## src/rtl/mc_pkg.sv

```systemverilog
`default_nettype none
// +----------------------------------------------------------------------------+
// | Module      : mc_pkg                                                       |
// | Description : Shared types and constants for the multi-cycle MIPS          |
// |               controller: state encoding, opcode/funct values, mux-select  |
// |               encodings and the per-state control decode.                  |
// |               Optional feature macro: MULTICYCLE_JUMP_LINK_EN              |
// | Revision    : 1.0 - initial release                                        |
// +----------------------------------------------------------------------------+
package mc_pkg;

  // Explicit encodings so the debug state port is stable across builds.
  typedef enum logic [3:0] {
    IDLE     = 4'd0,
    FETCH    = 4'd1,
    DECODE   = 4'd2,
    MEM_ADDR = 4'd3,
    MEM_RD   = 4'd4,
    MEM_WB   = 4'd5,
    MEM_WR   = 4'd6,
    EXEC     = 4'd7,
    ALU_WB   = 4'd8,
    BRANCH   = 4'd9,
    JUMP     = 4'd10,
`ifdef MULTICYCLE_JUMP_LINK_EN
    JAL      = 4'd11,
    JR       = 4'd12,
`endif
    ILLEGAL  = 4'd13
  } state_e;

  localparam logic [5:0] OP_RTYPE = 6'b000000;
  localparam logic [5:0] OP_LW    = 6'b100011;
  localparam logic [5:0] OP_SW    = 6'b101011;
  localparam logic [5:0] OP_ADDI  = 6'b001000;
  localparam logic [5:0] OP_ANDI  = 6'b001100;
  localparam logic [5:0] OP_BEQ   = 6'b000100;
  localparam logic [5:0] OP_J     = 6'b000010;
  localparam logic [5:0] OP_JAL   = 6'b000011;

  localparam logic [5:0] FUNCT_JR = 6'b001000;

  localparam logic [5:0] ALUOP_ADD = 6'b000000;
  localparam logic [5:0] ALUOP_SUB = 6'b000100;

  localparam logic [1:0] SRCB_B       = 2'b00;
  localparam logic [1:0] SRCB_FOUR    = 2'b01;
  localparam logic [1:0] SRCB_IMM     = 2'b10;
  localparam logic [1:0] SRCB_IMM_SH2 = 2'b11;

  localparam logic [1:0] PCSRC_ALU    = 2'b00;
  localparam logic [1:0] PCSRC_ALUOUT = 2'b01;
  localparam logic [1:0] PCSRC_JUMP   = 2'b10;
  localparam logic [1:0] PCSRC_REG    = 2'b11;

  localparam logic [1:0] REGDST_RT = 2'b00;
  localparam logic [1:0] REGDST_RD = 2'b01;
  localparam logic [1:0] REGDST_RA = 2'b10;

  localparam logic [1:0] MEMTOREG_ALUOUT = 2'b00;
  localparam logic [1:0] MEMTOREG_MDR    = 2'b01;
  localparam logic [1:0] MEMTOREG_PC     = 2'b10;

  // Registered control word; IRWrite and the fetch PCWrite are handled
  // outside because they are gated by mem_ready.
  typedef struct packed {
    logic       pc_write;
    logic       pc_write_cond;
    logic       iord;
    logic       mem_read;
    logic       mem_write;
    logic       reg_write;
    logic       alu_src_a;
    logic [1:0] mem_to_reg;
    logic [1:0] reg_dst;
    logic [1:0] alu_src_b;
    logic [1:0] pc_source;
    logic [5:0] alu_op;
    logic       illegal_op;
  } ctl_t;

  // Moore decode: control word for a state given the latched opcode.
  function automatic ctl_t ctl_decode(input state_e st, input logic [5:0] op);
    ctl_t c;
    c = '0;
    case (st)
      FETCH: begin
        c.mem_read  = 1'b1;
        c.alu_src_b = SRCB_FOUR;
        c.alu_op    = ALUOP_ADD;
        c.pc_source = PCSRC_ALU;
      end
      DECODE: begin
        c.alu_src_b = SRCB_IMM_SH2;
        c.alu_op    = ALUOP_ADD;
      end
      MEM_ADDR: begin
        c.alu_src_a = 1'b1;
        c.alu_src_b = SRCB_IMM;
        c.alu_op    = ALUOP_ADD;
      end
      MEM_RD: begin
        c.mem_read = 1'b1;
        c.iord     = 1'b1;
      end
      MEM_WB: begin
        c.reg_write  = 1'b1;
        c.reg_dst    = REGDST_RT;
        c.mem_to_reg = MEMTOREG_MDR;
      end
      MEM_WR: begin
        c.mem_write = 1'b1;
        c.iord      = 1'b1;
      end
      EXEC: begin
        c.alu_src_a = 1'b1;
        c.alu_op    = op;
        c.alu_src_b = (op == OP_RTYPE) ? SRCB_B : SRCB_IMM;
      end
      ALU_WB: begin
        c.reg_write  = 1'b1;
        c.mem_to_reg = MEMTOREG_ALUOUT;
        c.reg_dst    = (op == OP_RTYPE) ? REGDST_RD : REGDST_RT;
      end
      BRANCH: begin
        c.alu_src_a     = 1'b1;
        c.alu_src_b     = SRCB_B;
        c.alu_op        = ALUOP_SUB;
        c.pc_write_cond = 1'b1;
        c.pc_source     = PCSRC_ALUOUT;
      end
      JUMP: begin
        c.pc_write  = 1'b1;
        c.pc_source = PCSRC_JUMP;
      end
`ifdef MULTICYCLE_JUMP_LINK_EN
      JAL: begin
        c.pc_write   = 1'b1;
        c.pc_source  = PCSRC_JUMP;
        c.reg_write  = 1'b1;
        c.reg_dst    = REGDST_RA;
        c.mem_to_reg = MEMTOREG_PC;
      end
      JR: begin
        c.pc_write  = 1'b1;
        c.pc_source = PCSRC_REG;
      end
`endif
      ILLEGAL: begin
        c.illegal_op = 1'b1;
      end
      default: c = '0;
    endcase
    return c;
  endfunction

endpackage
`default_nettype wire

```

## src/rtl/multicycle_control_if.sv

```systemverilog
`default_nettype none
// +----------------------------------------------------------------------------+
// | Module      : multicycle_control_if                                        |
// | Description : Controller <-> datapath bundle: IR fields, ALU flag, memory  |
// |               handshake, all mux selects and write enables.                |
// | Revision    : 1.0 - initial release                                        |
// +----------------------------------------------------------------------------+
interface multicycle_control_if #(
  parameter int ALUOP_W = 6
);
  logic [5:0]         opcode;
  logic [5:0]         funct;
  logic               zero;
  logic               mem_ready;

  logic               PCWrite;
  logic               PCWriteCond;
  logic               IorD;
  logic               MemRead;
  logic               MemWrite;
  logic               IRWrite;
  logic               RegWrite;
  logic               ALUSrcA;
  logic [1:0]         MemtoReg;
  logic [1:0]         RegDst;
  logic [1:0]         ALUSrcB;
  logic [1:0]         PCSource;
  logic [ALUOP_W-1:0] ALUOp;
  logic               illegal_op;
  logic [3:0]         state;

  // Controller side.
  modport master (
    input  opcode, funct, zero, mem_ready,
    output PCWrite, PCWriteCond, IorD, MemRead, MemWrite, IRWrite, RegWrite,
           ALUSrcA, MemtoReg, RegDst, ALUSrcB, PCSource, ALUOp, illegal_op, state
  );

  // Datapath side.
  modport slave (
    output opcode, funct, zero, mem_ready,
    input  PCWrite, PCWriteCond, IorD, MemRead, MemWrite, IRWrite, RegWrite,
           ALUSrcA, MemtoReg, RegDst, ALUSrcB, PCSource, ALUOp, illegal_op, state
  );
endinterface
`default_nettype wire

```

## src/rtl/mc_dispatch.sv

```systemverilog
`default_nettype none
// +----------------------------------------------------------------------------+
// | Module      : mc_dispatch                                                  |
// | Description : Opcode/funct lookup selecting the state that follows DECODE. |
// |               Optional feature macro: MULTICYCLE_JUMP_LINK_EN              |
// | Revision    : 1.0 - initial release                                        |
// +----------------------------------------------------------------------------+
module mc_dispatch
  import mc_pkg::*;
(
  input  logic [5:0] opcode,
  input  logic [5:0] funct,
  output state_e     next_state
);

`ifndef MULTICYCLE_JUMP_LINK_EN
  // Without jr support the funct field has no bearing on dispatch.
  logic unused_funct;
  assign unused_funct = ^funct;
`endif

  // Map the instruction class to its first post-decode state.
  always_comb begin
    next_state = ILLEGAL;
    case (opcode)
      OP_RTYPE: begin
`ifdef MULTICYCLE_JUMP_LINK_EN
        next_state = (funct == FUNCT_JR) ? JR : EXEC;
`else
        next_state = EXEC;
`endif
      end
      OP_LW, OP_SW:     next_state = MEM_ADDR;
      OP_ADDI, OP_ANDI: next_state = EXEC;
      OP_BEQ:           next_state = BRANCH;
      OP_J:             next_state = JUMP;
`ifdef MULTICYCLE_JUMP_LINK_EN
      OP_JAL:           next_state = JAL;
`endif
      default:          next_state = ILLEGAL;
    endcase
  end

endmodule
`default_nettype wire

```

## src/rtl/multicycle_control.sv

```systemverilog
`default_nettype none
// +----------------------------------------------------------------------------+
// | Module      : multicycle_control                                           |
// | Description : Moore FSM sequencing the multi-cycle MIPS datapath through   |
// |               fetch/decode/execute/memory/write-back with a memory ready   |
// |               stall. Control outputs are registered from the next state.   |
// |               Optional feature macro: MULTICYCLE_JUMP_LINK_EN              |
// | Revision    : 1.0 - initial release                                        |
// +----------------------------------------------------------------------------+
module multicycle_control
  import mc_pkg::*;
#(
  parameter int ALUOP_W = 6
) (
  input  logic                 clk,
  input  logic                 rst_n,
  multicycle_control_if.master bus
);

  state_e     state_q;
  state_e     state_d;
  state_e     dispatch_st;
  logic [5:0] op_q;
  logic [5:0] op_d;
  ctl_t       ctl_q;
  logic       fetch_done;

  // The ALU zero flag is consumed by the datapath through PCWriteCond.
  logic unused_zero;
  assign unused_zero = bus.zero;

  mc_dispatch u_dispatch (
    .opcode     (bus.opcode),
    .funct      (bus.funct),
    .next_state (dispatch_st)
  );

  // Opcode is captured while in DECODE and held for the rest of the instruction.
  always_comb begin
    op_d = (state_q == DECODE) ? bus.opcode : op_q;
  end

  // Next-state selection; mem_ready only matters in the memory-access states.
  always_comb begin
    state_d = state_q;
    case (state_q)
      IDLE:     state_d = FETCH;
      FETCH:    if (bus.mem_ready) state_d = DECODE;
      DECODE:   state_d = dispatch_st;
      MEM_ADDR: state_d = (op_q == OP_LW) ? MEM_RD : MEM_WR;
      MEM_RD:   if (bus.mem_ready) state_d = MEM_WB;
      MEM_WR:   if (bus.mem_ready) state_d = FETCH;
      EXEC:     state_d = ALU_WB;
      default:  state_d = FETCH;
    endcase
  end

  // State, latched opcode and control word; async reset drops all outputs at once.
  always_ff @(posedge clk or negedge rst_n) begin
    if (!rst_n) begin
      state_q <= IDLE;
      op_q    <= '0;
      ctl_q   <= '0;
    end else begin
      state_q <= state_d;
      op_q    <= op_d;
      ctl_q   <= ctl_decode(state_d, op_d);
    end
  end

  // IR load and PC+4 happen only in the cycle the instruction word arrives.
  assign fetch_done = (state_q == FETCH) && bus.mem_ready;

  assign bus.PCWrite     = ctl_q.pc_write | fetch_done;
  assign bus.IRWrite     = fetch_done;
  assign bus.PCWriteCond = ctl_q.pc_write_cond;
  assign bus.IorD        = ctl_q.iord;
  assign bus.MemRead     = ctl_q.mem_read;
  assign bus.MemWrite    = ctl_q.mem_write;
  assign bus.RegWrite    = ctl_q.reg_write;
  assign bus.ALUSrcA     = ctl_q.alu_src_a;
  assign bus.MemtoReg    = ctl_q.mem_to_reg;
  assign bus.RegDst      = ctl_q.reg_dst;
  assign bus.ALUSrcB     = ctl_q.alu_src_b;
  assign bus.PCSource    = ctl_q.pc_source;
  assign bus.ALUOp       = ALUOP_W'(ctl_q.alu_op);
  assign bus.illegal_op  = ctl_q.illegal_op;
  assign bus.state       = state_q;

endmodule
`default_nettype wire
```

## src/flat_wrapper.sv

```systemverilog
// flat-port wrapper written by rule: the top's interface ports become plain ports
module multicycle_control_flat import mc_pkg::*;
#(
  parameter int ALUOP_W = 6
)
  (clk, rst_n, bus_opcode, bus_funct, bus_zero, bus_mem_ready, bus_PCWrite, bus_PCWriteCond, bus_IorD, bus_MemRead, bus_MemWrite, bus_IRWrite, bus_RegWrite, bus_ALUSrcA, bus_MemtoReg, bus_RegDst, bus_ALUSrcB, bus_PCSource, bus_ALUOp, bus_illegal_op, bus_state);
  multicycle_control_if #(.ALUOP_W(ALUOP_W)) bus_i ();
  input  logic clk;
  input  logic rst_n;
  input wire logic [$bits(bus_i.opcode)-1:0] bus_opcode;
  input wire logic [$bits(bus_i.funct)-1:0] bus_funct;
  input wire logic [$bits(bus_i.zero)-1:0] bus_zero;
  input wire logic [$bits(bus_i.mem_ready)-1:0] bus_mem_ready;
  output wire logic [$bits(bus_i.PCWrite)-1:0] bus_PCWrite;
  output wire logic [$bits(bus_i.PCWriteCond)-1:0] bus_PCWriteCond;
  output wire logic [$bits(bus_i.IorD)-1:0] bus_IorD;
  output wire logic [$bits(bus_i.MemRead)-1:0] bus_MemRead;
  output wire logic [$bits(bus_i.MemWrite)-1:0] bus_MemWrite;
  output wire logic [$bits(bus_i.IRWrite)-1:0] bus_IRWrite;
  output wire logic [$bits(bus_i.RegWrite)-1:0] bus_RegWrite;
  output wire logic [$bits(bus_i.ALUSrcA)-1:0] bus_ALUSrcA;
  output wire logic [$bits(bus_i.MemtoReg)-1:0] bus_MemtoReg;
  output wire logic [$bits(bus_i.RegDst)-1:0] bus_RegDst;
  output wire logic [$bits(bus_i.ALUSrcB)-1:0] bus_ALUSrcB;
  output wire logic [$bits(bus_i.PCSource)-1:0] bus_PCSource;
  output wire logic [$bits(bus_i.ALUOp)-1:0] bus_ALUOp;
  output wire logic [$bits(bus_i.illegal_op)-1:0] bus_illegal_op;
  output wire logic [$bits(bus_i.state)-1:0] bus_state;
  assign bus_i.opcode = bus_opcode;
  assign bus_i.funct = bus_funct;
  assign bus_i.zero = bus_zero;
  assign bus_i.mem_ready = bus_mem_ready;
  assign bus_PCWrite = bus_i.PCWrite;
  assign bus_PCWriteCond = bus_i.PCWriteCond;
  assign bus_IorD = bus_i.IorD;
  assign bus_MemRead = bus_i.MemRead;
  assign bus_MemWrite = bus_i.MemWrite;
  assign bus_IRWrite = bus_i.IRWrite;
  assign bus_RegWrite = bus_i.RegWrite;
  assign bus_ALUSrcA = bus_i.ALUSrcA;
  assign bus_MemtoReg = bus_i.MemtoReg;
  assign bus_RegDst = bus_i.RegDst;
  assign bus_ALUSrcB = bus_i.ALUSrcB;
  assign bus_PCSource = bus_i.PCSource;
  assign bus_ALUOp = bus_i.ALUOp;
  assign bus_illegal_op = bus_i.illegal_op;
  assign bus_state = bus_i.state;
  multicycle_control #(.ALUOP_W(ALUOP_W)) u_core (.clk(clk), .rst_n(rst_n), .bus(bus_i));
endmodule
```

## config.mk

```make
export PLATFORM = sky130hd
export DESIGN_NAME = multicycle_control_flat
export DESIGN_NICKNAME = d
export VERILOG_FILES = /design/src/rtl/mc_pkg.sv /design/src/rtl/multicycle_control_if.sv /design/src/rtl/mc_dispatch.sv /design/src/rtl/multicycle_control.sv /design/src/flat_wrapper.sv
export SDC_FILE = /design/constraint.sdc
export NUM_CORES = 1
export LEC_CHECK = 0
export ABC_AREA = 1
export CORE_MARGIN = 3
export CORE_UTILIZATION = 35
export DETAILED_ROUTE_END_ITERATION = 16
export SLEW_MARGIN = 10
export SYNTH_ARGS = -nofsm -noshare
export SYNTH_HDL_FRONTEND = slang
export SYNTH_HIERARCHICAL = 1
export SYNTH_SLANG_ARGS = --single-unit
```

## constraint.sdc

```tcl
create_clock -name clk -period 3.5 [get_ports clk]
set_clock_uncertainty 0.2 [all_clocks]
set_input_delay 0.7 -clock clk [delete_from_list [all_inputs] [get_ports clk]]
set_output_delay 0.7 -clock clk [all_outputs]
set_load 0.02 [all_outputs]
```

==> results.py, run 1 <==
metrics = {
    "status": {
        "status": "complete, no violations",
    },
    "setup_path": {
        "crit_buf_inv": 3,
        "crit_required_ps": 2600,
        "endpoint_kind": "primary output",
        "crit_family": "buffers and inverters",
        "rrSetupSlack_ps": 1780,
        "crit_slowest_cell": "clkdlybuf4s50_1",
        "worst-setup-path-type": "in2out",
        "crit_arrival_ps": 2240,
        "reg2reg_depth": 10,
        "slowest_delay_ps": 540,
        "reg2reg_from": "u_core/bus.state[0]",
        "critPathMaxFanout": 4,
        "worstPathCellList": "clkdlybuf4s50_1 -> nand3_1 -> inv_1 -> or2_2 -> clkdlybuf4s50_1",
        "r2r_end": "u_core/bus.ALUSrcA",
        "crit_path_frequent_cell": "clkdlybuf4s50_1",
        "start_kind": "input port",
    },
    "drt": {
        "routed-wl-met2_um": 1510,
        "drc": 0,
        "routed.top_layer": "met4",
        "antenna_left": 0,
        "drt_iter0_drc": 46,
        "routed_wl_um": 2910,
        "drt-met1-wl_um": 1200,
        "vias": 1152,
        "dr.pass1.iters": 4,
        "wl_per_cell_um": 11.5,
        "post_drt_via_cell_ratio": 4.55,
        "route.met3.wl_um": 165,
    },
    "clock_tree": {
        "cts_tree": "done",
        "clk_pin_slew_worst_paths_ps": 90,
        "cts.path.max_buffers": 2,
        "clk_latency_ps": 280,
        "clockRootBuffer": "clkbuf_8",
        "htree_levels": 1,
        "cts_num_sinks": 28,
        "ctsHoldBuffers": 0,
        "postCtsSetupBuffers": 0,
        "cts_resized": 0,
        "cts_buffers": 3,
    },
    "global_route": {
        "grt_util_all_layers_pct": 13.6,
        "grt_pass1_wl_um": 5330,
        "overflow": 0,
        "grt_pass1_vias": 1161,
        "grt_max_degree": 29,
        "grt_antenna_before_repair": 0,
    },
    "synthesis": {
        "async_reset_ff_share_pct": 100,
        "synth_edf_count": 0,
        "yosys_warnings": 6,
        "syn_inst": 169,
        "synth_seq_cells": 28,
        "ys_types": 21,
        "yosys.area.top_type": "dfrtp_1",
        "synth_area_mm2": 0.00140,
        "synth_most_common_cell": "nand2_1",
        "netlist.area_leader.share_pct": 50.1,
        "synth_area_leaders": "dfrtp_1 (50%), nand2_1 (13%), nor2_1 (5.6%)",
        "synthTopCellsByCount": "nand2_1 (49), dfrtp_1 (28), nor2_1 (21)",
        "ys.flop_type": "dfrtp_1",
        "avgSynthCellArea_um2": 8.28,
        "ys_seq_area_share_pct": 50.1,
    },
    "run": {
        "timing.max_cap.violations": 0,
    },
    "sta": {
        "maxSlewViolCount": 0,
        "setup_viol": 0,
        "fin_crit_ps": 3140,
        "whs_ps": 337,
        "period_share_pct": 89.7,
        "fmax_ghz": 0.319,
        "rsz0062_at_grt": "false",
        "final.setup.tns_ps": 0,
        "hold_violations": 0,
    },
    "layout": {
        "final_util_pct": 49.4,
        "layout.cells.non_filler": 253,
        "multi_input_area_um2": 594,
        "n_antenna_cell": 0,
        "drive_above_1_share_pct": 15.1,
        "nFillCells": 380,
        "ff_latch_area_um2": 701,
        "nets": 222,
        "area.growth.synth_to_final_pct": 32.2,
    },
    "hold_path": {
        "holdCritStartpoint": "u_core/op_q[0]",
        "min_to": "u_core/op_q[0]",
        "worstHoldPathCells": 2,
        "hp-class": "reg2reg",
    },
    "floorplan": {
        "die_w_um": 69.2,
        "rows": 22,
        "fp.coreArea_mm2": 0.00374,
        "dieArea_mm2": 0.00479,
        "start_util_pct": 37.4,
        "io_pins": 43,
        "die_y_um": 69.2,
    },
    "place": {
        "dp_hpwl_um": 2310,
        "gp_congestion": 0.781,
        "port_buffers": 33,
        "dp.cells": 249,
    },
    "power_and_ir_drop": {
        "vdd_ir_drop_max_mv": 0.390,
        "total_power_w": 0.00160,
        "cellLeakagePower_nw": 0.914,
        "p_per_area_mw_per_mm2": 867,
    },
}
-- worst min-delay path, delay by kind of cell, from the launching register on --
| family | cells | cell delay [ps] |
|---|---|---|
| simple gates | 2 | 150 |
| flops | 1 | 350 |
-- routing by layer --
metal / global-route usage (%) / vias up
li1: - / 590
met2: 23.9 / 23
met5: 0 / -
met1: 15.6 / 535
met4: 3.90 / 0
met3: 4.64 / 4
-- through the flow --
step / instance area, um2 / setup slack [ps]
6_report: 1850 / 362
5_1_grt: 1850 / 257
4_1_cts: 1850 / 339
3_5_place_dp: 1780 / 352
3_3_place_gp: 1780 / 381
2_1_floorplan: 1400 / 1290
-- worst max path at each step --
stage	start	endpoint	slack (ps)	cells past startpoint
6_report	bus_mem_ready	bus_PCWrite	360	5
5_1_grt	bus_mem_ready	bus_PCWrite	260	5
4_1_cts	bus_mem_ready	bus_PCWrite	340	5
3_5_place_dp	bus_mem_ready	bus_PCWrite	350	5
3_3_place_gp	bus_mem_ready	bus_PCWrite	380	5
2_1_floorplan	bus_mem_ready	bus_PCWrite	1290	3
-- final cells by class --
type / instances / area share (%)
clock inverter: 1 / 1.62
timing repair buffer: 34 / 18.3
multi-input combinational: 117 / 32.1
clock buffer: 3 / 2.23
inverter: 22 / 4.60
tap: 48 / 3.25
sequential: 28 / 37.9
-- placed cells by master (no fill, tap or decap), types with 3 or more instances in the layout --
cell type	Yosys	final
nand2_4	4	4
clkdlybuf4s50_1	0	33
inv_1	17	17
nor2_4	4	4
dfrtp_1	28	28
nor2_2	6	6
nand2_2	3	3
nand3_1	15	15
nand2_1	49	49
clkbuf_8	0	3
nor2_1	21	21
inv_2	4	4
a21oi_1	4	4
-- logic make-up (layout without fill, tap and decap cells) --
| logic type | after synthesis | count (layout) | synth area share [%] |
|---|---|---|---|
| compound gates | 7 | 7 | 2.68 |
| simple gates | 108 | 108 | 39.3 |
| buf+inv | 25 | 60 | 7.69 |
| flops | 28 | 28 | 50.1 |
| other cells | 1 | 2 | 0.268 |
-- power breakdown --
part	switching (W)	leakage, nW	internal [W]
Sequential	0.0000667	0.369	0.000430
Clock	0.0000991	0.0357	0.000153
Combinational	0.000539	0.510	0.000316
-- registers in the layout, indices dropped and copies added, names as in the netlist --
register,flops
u_core/op_q,6
u_core/bus.MemRead,1
u_core/bus.MemWrite,1
u_core/bus.ALUSrcA,1
u_core/bus.RegDst,1
u_core/bus.ALUOp,6
u_core/bus.illegal_op,1
u_core/bus.RegWrite,1
u_core/bus.ALUSrcB,2
u_core/bus.state,4
u_core/bus.IorD,1
u_core/bus.PCSource,2
u_core/bus.MemtoReg,1
No activity file was read; power rests on OpenSTA's default activity.
==> inputs of run 2 (changes only) <==
--- a/config.mk
+++ b/config.mk
@@ -9,6 +9,7 @@
 export CORE_MARGIN = 3
 export CORE_UTILIZATION = 35
 export DETAILED_ROUTE_END_ITERATION = 16
+export SETUP_SLACK_MARGIN = 0.02
 export SLEW_MARGIN = 10
 export SYNTH_ARGS = -nofsm -noshare
 export SYNTH_HDL_FRONTEND = slang
==> constraint.sdc (replaced) <==
create_clock -name clk -period 3.5 [get_ports clk]
set_clock_uncertainty 0.2 [all_clocks]
set_input_delay 0.35 -clock clk [delete_from_list [all_inputs] [get_ports clk]]
set_output_delay 0.35 -clock clk [all_outputs]
set_load 0.02 [all_outputs]
==> run 2 against run 1 <==
Compared with the run above:
- largest power group unchanged
- sequential cell count did not move
- critical path type is now reg2out
- die area did not move
- combinational power rose by 0.5%
==> results.py, run 2 (synthesis gave the netlist of run 1 again) <==
metrics = {
    "power_and_ir_drop": {
        "power.switching_w": 0.000707,
        "seqPwrFrac_pct": 32.1,
        "power.internal_w": 0.000846,
        "clkPwrFrac_pct": 12.6,
        "vdd_ir_drop_max_mv": 0.437,
        "p_per_area_mw_per_mm2": 847,
        "switching_share_pct": 45.5,
        "p_comb_share_pct": 55.3,
        "cellLeakagePower_nw": 0.907,
    },
    "floorplan": {
        "die_w_um": 69.2,
        "dieArea_mm2": 0.00479,
        "start_util_pct": 37.4,
        "rows": 22,
        "fp.coreArea_mm2": 0.00374,
        "io_pins": 43,
        "die_y_um": 69.2,
    },
    "run": {
        "timing.max_cap.violations": 0,
    },
    "setup_path": {
        "reg2reg_from": "u_core/bus.state[0]",
        "rrSetupSlack_ps": 1740,
        "critPathMaxFanout": 7,
        "crit_arrival_ps": 1970,
        "startpoint": "u_core/bus.state[0]",
        "start_kind": "register",
        "worst-setup-path-type": "reg2out",
        "crit_required_ps": 2950,
        "endpoint_kind": "primary output",
    },
    "sta": {
        "fmax_ghz": 0.397,
        "final.setup.tns_ps": 0,
        "maxSlewViolCount": 0,
        "hold_violations": 0,
        "period_share_pct": 71.9,
        "rsz0062_at_grt": "false",
        "setup_viol": 0,
        "fin_crit_ps": 2520,
    },
    "global_route": {
        "grt_pass1_wl_um": 5130,
        "overflow": 0,
        "grt_antenna_before_repair": 0,
        "grt_max_degree": 29,
        "grt_pass1_vias": 1147,
        "grt_util_all_layers_pct": 13.0,
    },
    "place": {
        "gp_congestion": 0.838,
        "dp_hpwl_um": 2250,
        "placed_area_mm2": 0.00178,
        "port_buffers": 33,
    },
    "clock_tree": {
        "clk_pin_slew_worst_paths_ps": 90,
        "clk_latency_ps": 270,
        "clockRootBuffer": "clkbuf_8",
        "cts.path.max_buffers": 2,
        "cts_buffers": 3,
        "cts_num_sinks": 28,
        "postCtsSetupBuffers": 0,
        "cts_tree": "done",
        "cts_resized": 0,
        "ctsHoldBuffers": 0,
        "htree_levels": 1,
    },
    "layout": {
        "layout_commonest_cell": "nand2_1",
        "ff_latch_area_um2": 701,
        "multi_input_area_um2": 594,
        "fin_area_mm2": 0.00183,
        "n_antenna_cell": 0,
        "nFillCells": 379,
        "nets": 222,
        "final_cell_mix": "nand2_1 (49), clkdlybuf4s50_1 (33), dfrtp_1 (28)",
        "drive_above_1_share_pct": 15.1,
        "area.growth.synth_to_final_pct": 31.0,
    },
    "drt": {
        "routed_wl_um": 2920,
        "vias": 1158,
        "post_drt_via_cell_ratio": 4.58,
        "drt_iter0_drc": 71,
        "dr.pass1.iters": 4,
        "wl_per_cell_um": 11.5,
        "drc": 0,
        "antenna_left": 0,
    },
    "status": {
        "status": "complete, no violations",
    },
    "hold_path": {
        "hp-class": "in2async",
    },
}
==> run 2: area by class of cell <==
type | count | share of cell area (%)
Clock buffer | 4 | 3.00
Timing Repair Buffer | 34 | 18.4
Multi-Input combinational cell | 117 | 32.4
Sequential cell | 28 | 38.2
Tap cell | 48 | 3.28
Inverter | 22 | 4.64
==> run 2: final timing paths <==
kind	cells past startpoint	endpoint
worst max-delay path	6	bus_PCWrite
worst min-delay path	2	u_core/bus.ALUOp[4]
worst max register to register	10	u_core/bus.ALUSrcA
worst min register to register	2	u_core/op_q[1]
max in group asynchronous	2	u_core/bus.ALUSrcB[1]
min in group clk	2	u_core/op_q[1]
==> run 2: power groups by stage <==
| stage | registers (W) | logic, W | clock network, W |
|---|---|---|---|
| after floorplan | 0.000582 | 0.000506 | 0 |
| after global placement | 0.000500 | 0.000853 | 0 |
| after detailed placement | 0.000505 | 0.000862 | 0 |
| after CTS | 0.000500 | 0.000869 | 0.000206 |
| after global routing | 0.000512 | 0.000954 | 0.000216 |
| final | 0.000498 | 0.000859 | 0.000196 |
==> run 2: metrics by stage <==
step	hold WS, ps	utilization, %	cells	setup WS (ps)	power (W)
floorplan	-146	-	170	1650	0.00109
global placement	309	47.5	249	1080	0.00135
detailed placement	316	47.5	249	1070	0.00137
CTS	259	49.0	253	955	0.00157
global route	284	49.0	253	867	0.00168
finish	246	49.0	253	982	0.00155
==> run 2: metal layers <==
| metal | share of wire, % | GRT usage, % | vias to the layer above | wire length [um] |
|---|---|---|---|---|
| met4 | 0.86 | 3.90 | 0 | 25 |
| met2 | 50 | 21.9 | 34 | 1460 |
| met1 | 44 | 16.6 | 534 | 1290 |
| met3 | 4.9 | 2.90 | 4 | 144 |
| li1 | - | - | 586 | - |
| met5 | 0 | 0 | - | 0 |
==> run 2: critical path, cell delays in order (launching register included) <==
cell and delay [ps]:
dfrtp_1 470, inv_2 130, nor2_1 60, nand3_1 140
inv_1 80, or2_2 270, clkdlybuf4s50_1 540
